## config.mk

```make
export PLATFORM = sky130hd
export DESIGN_NAME = lsu_ctrl
export DESIGN_NICKNAME = d
export VERILOG_FILES = /design/src/rtl/lsu_ctrl.sv
export SDC_FILE = /design/constraint.sdc
export NUM_CORES = 1
export LEC_CHECK = 0
export ABC_CLOCK_PERIOD_IN_PS = 1900
export CORE_ASPECT_RATIO = 0.9
export CORE_MARGIN = 10
export CORE_UTILIZATION = 40
export DETAILED_ROUTE_END_ITERATION = 10
export GPL_TIMING_DRIVEN = 1
export PLACE_DENSITY_LB_ADDON = 0.2
export SLEW_MARGIN = 20
export SYNTH_ARGS = -nofsm -noshare
export SYNTH_HDL_FRONTEND = slang
export SYNTH_SLANG_ARGS = --single-unit
```

## constraint.sdc

```tcl
create_clock -name clk_i -period 1.9 [get_ports clk_i]
set_input_delay 0.19 -clock clk_i [delete_from_list [all_inputs] [get_ports clk_i]]
set_output_delay 0.19 -clock clk_i [all_outputs]
set_load 0.03 [all_outputs]
```

## src/rtl/lsu_ctrl.sv

```systemverilog
// lsu_ctrl -- multi-cycle load/store sequencer between the memory-stage
// control signals and a request/grant/response data memory.
//
// Stalls the core while an access is in flight, builds byte enables and
// lane-replicated store data, sign/zero-extends load data and aborts a hung
// access with a watchdog (TIMEOUT_CYCLES = 0 disables the watchdog).
//
// Optional feature: define LSU_MISALIGN_TRAP_EN to make misaligned H/W
// requests complete in two cycles with err_o instead of being aligned down.
//
// Ports
//   clk_i, rst_ni                   clock, asynchronous active-low reset
//   req_valid_i/req_wren_i/req_op_i core request: valid, store(1)/load(0),
//   req_addr_i/req_wdata_i          funct3, byte address, store data
//   stall_o                         freeze PC/pipeline (combinational)
//   done_o/err_o/ld_data_o          completion pulse, abort flag, load data
//   dmem_req_o/we_o/addr_o/be_o/    memory request side (registered)
//   wdata_o
//   dmem_gnt_i/rvalid_i/rdata_i     memory grant and read response
module lsu_ctrl #(
  parameter int TIMEOUT_CYCLES = 255,
  parameter int CNT_W          = (TIMEOUT_CYCLES > 0) ? $clog2(TIMEOUT_CYCLES + 1) : 1
) (
  input  logic        clk_i,
  input  logic        rst_ni,
  input  logic        req_valid_i,
  input  logic        req_wren_i,
  input  logic [2:0]  req_op_i,
  input  logic [31:0] req_addr_i,
  input  logic [31:0] req_wdata_i,
  output logic        stall_o,
  output logic        done_o,
  output logic        err_o,
  output logic [31:0] ld_data_o,
  output logic        dmem_req_o,
  output logic        dmem_we_o,
  output logic [31:0] dmem_addr_o,
  output logic [3:0]  dmem_be_o,
  output logic [31:0] dmem_wdata_o,
  input  logic        dmem_gnt_i,
  input  logic        dmem_rvalid_i,
  input  logic [31:0] dmem_rdata_i
);

  typedef enum logic [1:0] {S_IDLE, S_REQ, S_WAIT, S_DONE} state_t;

  localparam bit              WD_EN    = (TIMEOUT_CYCLES != 0);
  localparam logic [CNT_W-1:0] CNT_LAST = WD_EN ? CNT_W'(TIMEOUT_CYCLES - 1) : '0;

  state_t           state;
  logic [CNT_W-1:0] wd_cnt;
  logic             wd_expire;
  logic             trap_hit;

  // Access attributes captured on acceptance; data-only, so not reset.
  logic [2:0]       op_q;
  logic [1:0]       off_q;
  logic             we_q;

  // Size is taken from funct3[1:0]: 00 byte, 01 half, 1x word.
  function automatic logic [3:0] be_gen(input logic [2:0] op, input logic [1:0] off);
    case (op[1:0])
      2'b00:   be_gen = 4'b0001 << off;
      2'b01:   be_gen = 4'b0011 << {off[1], 1'b0};
      default: be_gen = 4'b1111;
    endcase
  endfunction

  function automatic logic [31:0] wdata_rep(input logic [2:0] op, input logic [31:0] w);
    case (op[1:0])
      2'b00:   wdata_rep = {4{w[7:0]}};
      2'b01:   wdata_rep = {2{w[15:0]}};
      default: wdata_rep = w;
    endcase
  endfunction

  // Half loads ignore a[0] and word loads ignore a[1:0], which gives the
  // align-down behaviour for misaligned accesses.
  function automatic logic [31:0] ld_extend(input logic [2:0] op, input logic [1:0] off,
                                            input logic [31:0] rdata);
    logic [31:0] sh;
    case (op[1:0])
      2'b00: begin
        sh        = rdata >> {off, 3'b000};
        ld_extend = op[2] ? {24'b0, sh[7:0]} : {{24{sh[7]}}, sh[7:0]};
      end
      2'b01: begin
        sh        = rdata >> {off[1], 4'b0000};
        ld_extend = op[2] ? {16'b0, sh[15:0]} : {{16{sh[15]}}, sh[15:0]};
      end
      default: ld_extend = rdata;
    endcase
  endfunction

  function automatic logic misaligned(input logic [2:0] op, input logic [1:0] off);
    case (op[1:0])
      2'b00:   misaligned = 1'b0;
      2'b01:   misaligned = off[0];
      default: misaligned = (off != 2'b00);
    endcase
  endfunction

`ifdef LSU_MISALIGN_TRAP_EN
  assign trap_hit = misaligned(req_op_i, req_addr_i[1:0]);
`else
  assign trap_hit = 1'b0;
`endif

  // The count equals the number of REQ/WAIT cycles already spent, so the
  // last allowed cycle is the one where it reads TIMEOUT_CYCLES-1.
  assign wd_expire = WD_EN && (wd_cnt == CNT_LAST);

  assign stall_o = ((state == S_IDLE) && req_valid_i) || (state == S_REQ) || (state == S_WAIT);

  always_ff @(posedge clk_i) begin
    if ((state == S_IDLE) && req_valid_i) begin
      op_q  <= req_op_i;
      off_q <= req_addr_i[1:0];
      we_q  <= req_wren_i;
    end
  end

  always_ff @(posedge clk_i or negedge rst_ni) begin
    if (!rst_ni) begin
      state        <= S_IDLE;
      wd_cnt       <= '0;
      done_o       <= 1'b0;
      err_o        <= 1'b0;
      ld_data_o    <= '0;
      dmem_req_o   <= 1'b0;
      dmem_we_o    <= 1'b0;
      dmem_addr_o  <= '0;
      dmem_be_o    <= '0;
      dmem_wdata_o <= '0;
    end else begin
      done_o <= 1'b0;
      err_o  <= 1'b0;
      case (state)
        // Accept a request and present it to memory from the next cycle.
        S_IDLE: begin
          if (req_valid_i) begin
            if (trap_hit) begin
              state     <= S_DONE;
              done_o    <= 1'b1;
              err_o     <= 1'b1;
              ld_data_o <= '0;
            end else begin
              state        <= S_REQ;
              wd_cnt       <= '0;
              dmem_req_o   <= 1'b1;
              dmem_we_o    <= req_wren_i;
              dmem_addr_o  <= {req_addr_i[31:2], 2'b00};
              dmem_be_o    <= be_gen(req_op_i, req_addr_i[1:0]);
              dmem_wdata_o <= wdata_rep(req_op_i, req_wdata_i);
            end
          end
        end
        // Hold the request stable until granted; a grant beats the timeout.
        S_REQ: begin
          wd_cnt <= wd_cnt + 1'b1;
          if (dmem_gnt_i) begin
            dmem_req_o <= 1'b0;
            dmem_we_o  <= 1'b0;
            if (we_q) begin
              state     <= S_DONE;
              done_o    <= 1'b1;
              ld_data_o <= '0;
            end else begin
              state <= S_WAIT;
            end
          end else if (wd_expire) begin
            dmem_req_o <= 1'b0;
            dmem_we_o  <= 1'b0;
            state      <= S_DONE;
            done_o     <= 1'b1;
            err_o      <= 1'b1;
            ld_data_o  <= '0;
          end
        end
        // Wait for read data; rvalid beats the timeout in the same cycle.
        S_WAIT: begin
          wd_cnt <= wd_cnt + 1'b1;
          if (dmem_rvalid_i) begin
            state     <= S_DONE;
            done_o    <= 1'b1;
            ld_data_o <= ld_extend(op_q, off_q, dmem_rdata_i);
          end else if (wd_expire) begin
            state     <= S_DONE;
            done_o    <= 1'b1;
            err_o     <= 1'b1;
            ld_data_o <= '0;
          end
        end
        // Completion cycle: core is released, next request accepted in IDLE.
        S_DONE: begin
          state <= S_IDLE;
        end
        default: state <= S_IDLE;
      endcase
    end
  end

endmodule

```

==> impl_metrics.py <==
metrics = {
    "synth": {
        "ys_ff_latch": 118,
        "yosysMostFrequentCell": "nand2_1",
        "syn_area_per_cell_sq_um": 9.70,
        "synth_area_sq_mm": 0.00554,
        "yosysUniqueCellTypes": 50,
        "ys_seq_area_share_pct": 53.9,
        "syn_inst": 571,
        "dominantRegCellSynth": "dfrtp_1",
        "yosys_warnings": 0,
        "async_flop_share_pct": 94.9,
        "yosys.area.top_type": "dfrtp_1",
        "synth-edff-count": 6,
        "synth_top_area_share_pct": 50.6,
        "ys_top_cells_by_area": "dfrtp_1, nand2_1, mux2i_1",
        "ys_top_cells_by_count": "nand2_1, dfrtp_1, o21ai_0",
    },
    "hold_path": {
        "hold_class": "in2reg",
    },
    "drt": {
        "drc_errors": 0,
        "vias_per_cell": 5.19,
        "first_pass_iters": 4,
        "drt_wl_total_um": 18600,
        "ant_nets": 0,
        "drt_iter0_drc": 333,
        "wl_per_cell_um": 19.1,
        "vias": 5057,
    },
    "clock_network": {
        "cts_htree_levels": 4,
        "tritoncts": "yes",
        "numCtsBuffers": 17,
        "cts_root_buffer": "clkbuf_16",
        "clock_latency_ps": 420,
        "cts.sinks": 118,
        "clk_pin_slew_ps": 50,
        "clockBufferDepth": 2,
    },
    "timing": {
        "max_freq_mhz": 539,
        "setup_viol": 0,
        "holdWs_ps": 294,
        "rsz0062_at_grt": "yes",
        "tightest_slew_ps": 628,
        "slew_viol_final": 0,
        "max_slew_margin_pct": 58.1,
        "hold_viol": 0,
        "final.period_utilization_pct": 97.7,
        "fin_tns_setup_ps": 0,
        "period_needed_ps": 1860,
        "skew_ps": 6.99,
        "setup_slack_ps": 44.5,
    },
    "critical_path": {
        "cp-endpoint": "ld_data_o[23]",
        "r2r-start": "off_q[1]",
        "crit_required_ps": 2250,
        "crit_arrival_ps": 2210,
        "end_kind": "register",
        "critical_path_class": "reg2reg",
        "cp_max_fo": 16,
        "cp-start-kind": "register",
        "r2r_slack_ps": 40,
        "critPathLaunch": "off_q[1]",
        "worst-r2r-cell-count": 5,
        "r2r_end": "ld_data_o[23]",
    },
    "die": {
        "coreArea_sq_mm": 0.0135,
        "die_h_um": 132,
        "num_rows": 40,
        "die_area_sq_mm": 0.0190,
        "io_pins": 210,
        "start_util_pct": 41.1,
        "die_x_um": 144,
    },
    "final_layout": {
        "area_growth_pct": 57.4,
        "fill_cells": 1037,
        "drive_above_1_share_pct": 11.8,
        "fin_nets": 904,
        "insertedDiodeCount": 0,
        "multi_input_area_sq_mm": 0.00242,
        "design_area_sq_mm": 0.00872,
        "register_area_sq_mm": 0.00298,
    },
    "global_route": {
        "grt_pass1_wl_um": 29100,
        "grt_pass1_vias": 5374,
        "grt.total_usage_pct": 19.5,
        "antenna_found_initial": 0,
        "grt_max_degree": 113,
        "overflow": 0,
    },
    "place": {
        "hpwl_um": 13600,
        "globalplace.congestion": 0.892,
        "io_buffers": 207,
        "placed_area_sq_mm": 0.00799,
        "place_ws_ps": -128,
    },
    "run_status": {
        "status": "completed",
    },
    "job": {
        "cap_violations": 0,
    },
    "power_and_ir_drop": {
        "p_leak_nw": 3.89,
        "vdd_drop_max_mv": 1.05,
        "p_per_area_mw_per_mm2": 1720,
    },
}
-- critical path, stage by stage, from the launching register on --
cell and delay, ps:
edfxtp_1 490, mux2i_1 170, or4_4 450, a2111oi_4 370
buf_12 190, a221o_1 120
-- power by group --
part	total [W]	internal, W	switching, W
logic	0.00745	0.00313	0.00431
clock network	0.00330	0.00217	0.00114
registers	0.00427	0.00361	0.000658
-- layout make-up --
cell class                 instances  area share (%)
inverter                          14           0.632
timing repair buffer             240            27.9
multi-input combinational        402            27.7
clock buffer                      25            6.03
tap                              168            2.41
clock inverter                     7            1.03
sequential                       118            34.2
-- through the flow --
| stage | std cells | total power [W] | utilization [%] |
|---|---|---|---|
| 2_1_floorplan | 572 | 0.00828 | - |
| 4_1_cts | 971 | 0.0150 | 64.3 |
| 3_3_place_gp | 937 | 0.0114 | 59.4 |
| 3_5_place_dp | 937 | 0.0116 | 59.4 |
| 5_1_grt | 974 | 0.0159 | 64.7 |
| 6_report | 974 | 0.0150 | 64.7 |
-- sequential cells by signal, summed over array words and instances (netlist names) --
| signal | flops |
|---|---|
| ld_data_o | 32 |
| err_o | 1 |
| dmem_addr_o | 30 |
| dmem_wdata_o | 32 |
| dmem_we_o | 1 |
| dmem_req_o | 1 |
| done_o | 1 |
| wd_cnt | 8 |
| off_q | 2 |
| we_q | 1 |
| op_q | 3 |
| state | 2 |
| dmem_be_o | 4 |
-- kinds of logic (layout without fill, tap and decap cells) --
family,count (synthesis),after routing,share of synthesized area [%]
AND/OR/NAND/NOR,220,220,16.7
AO/OA/AOI/OAI,130,130,16.1
flip-flops,118,118,53.9
buffers and inverters,52,286,3.84
multiplexers,38,38,7.18
adder cells (fa/ha/maj),6,6,1.36
XOR/XNOR,6,6,0.949
other,1,2,0.0677
-- layout by cell type, fill, tap and decap left out, types with 4 or more instances in the layout --
| master | n |
|---|---|
| edfxtp_1 | 6 |
| xnor2_1 | 5 |
| buf_4 | 25 |
| o2bb2ai_1 | 7 |
| a221o_2 | 10 |
| a21oi_1 | 30 |
| nand2b_1 | 4 |
| buf_12 | 8 |
| o22ai_1 | 10 |
| inv_1 | 12 |
| o21ai_0 | 41 |
| dfrtp_1 | 111 |
| or3_1 | 8 |
| mux2_2 | 4 |
| clkbuf_8 | 7 |
| nor2b_1 | 10 |
| a22o_1 | 9 |
| nand2_1 | 158 |
| mux2i_1 | 33 |
| a221o_1 | 6 |
| nor2_1 | 23 |
| clkdlybuf4s50_1 | 205 |
| clkbuf_16 | 18 |
-- timing repair --
action | 4_1_cts | 5_1_grt
hold buffers | 1 | 0
setup buffers | 1 | 2
setup endpoints to repair | 1 | 21
hold endpoints to repair | 112 | 0
cloned | 0 | 1
gates resized for setup | 6 | 5
-- per-layer routing --
metal / wire length (um) / share of wire, % / vias up / track usage [%]
met1: 7290 / 39 / 2423 / 21.8
met5: 0 / 0 / - / 0
met4: 304 / 1.6 / 0 / 7.37
met3: 2480 / 13 / 21 / 11.6
met2: 8560 / 46 / 198 / 29.7
li1: - / - / 2415 / -
-- worst min-delay path by stage --
| stage | slack, ps | cells after the start | startpoint | endpoint |
|---|---|---|---|---|
| 5_1_grt | 290 | 3 | req_addr_i[24] | dmem_addr_o[24] |
| 6_report | 290 | 3 | req_addr_i[6] | dmem_addr_o[6] |
| 3_3_place_gp | 320 | 2 | rst_ni | err_o |
| 2_1_floorplan | -110 | 0 | rst_ni | dmem_addr_o[10] |
| 3_5_place_dp | 330 | 2 | rst_ni | err_o |
| 4_1_cts | 280 | 3 | req_addr_i[7] | dmem_addr_o[7] |
Power figures use the tool's default switching activity.
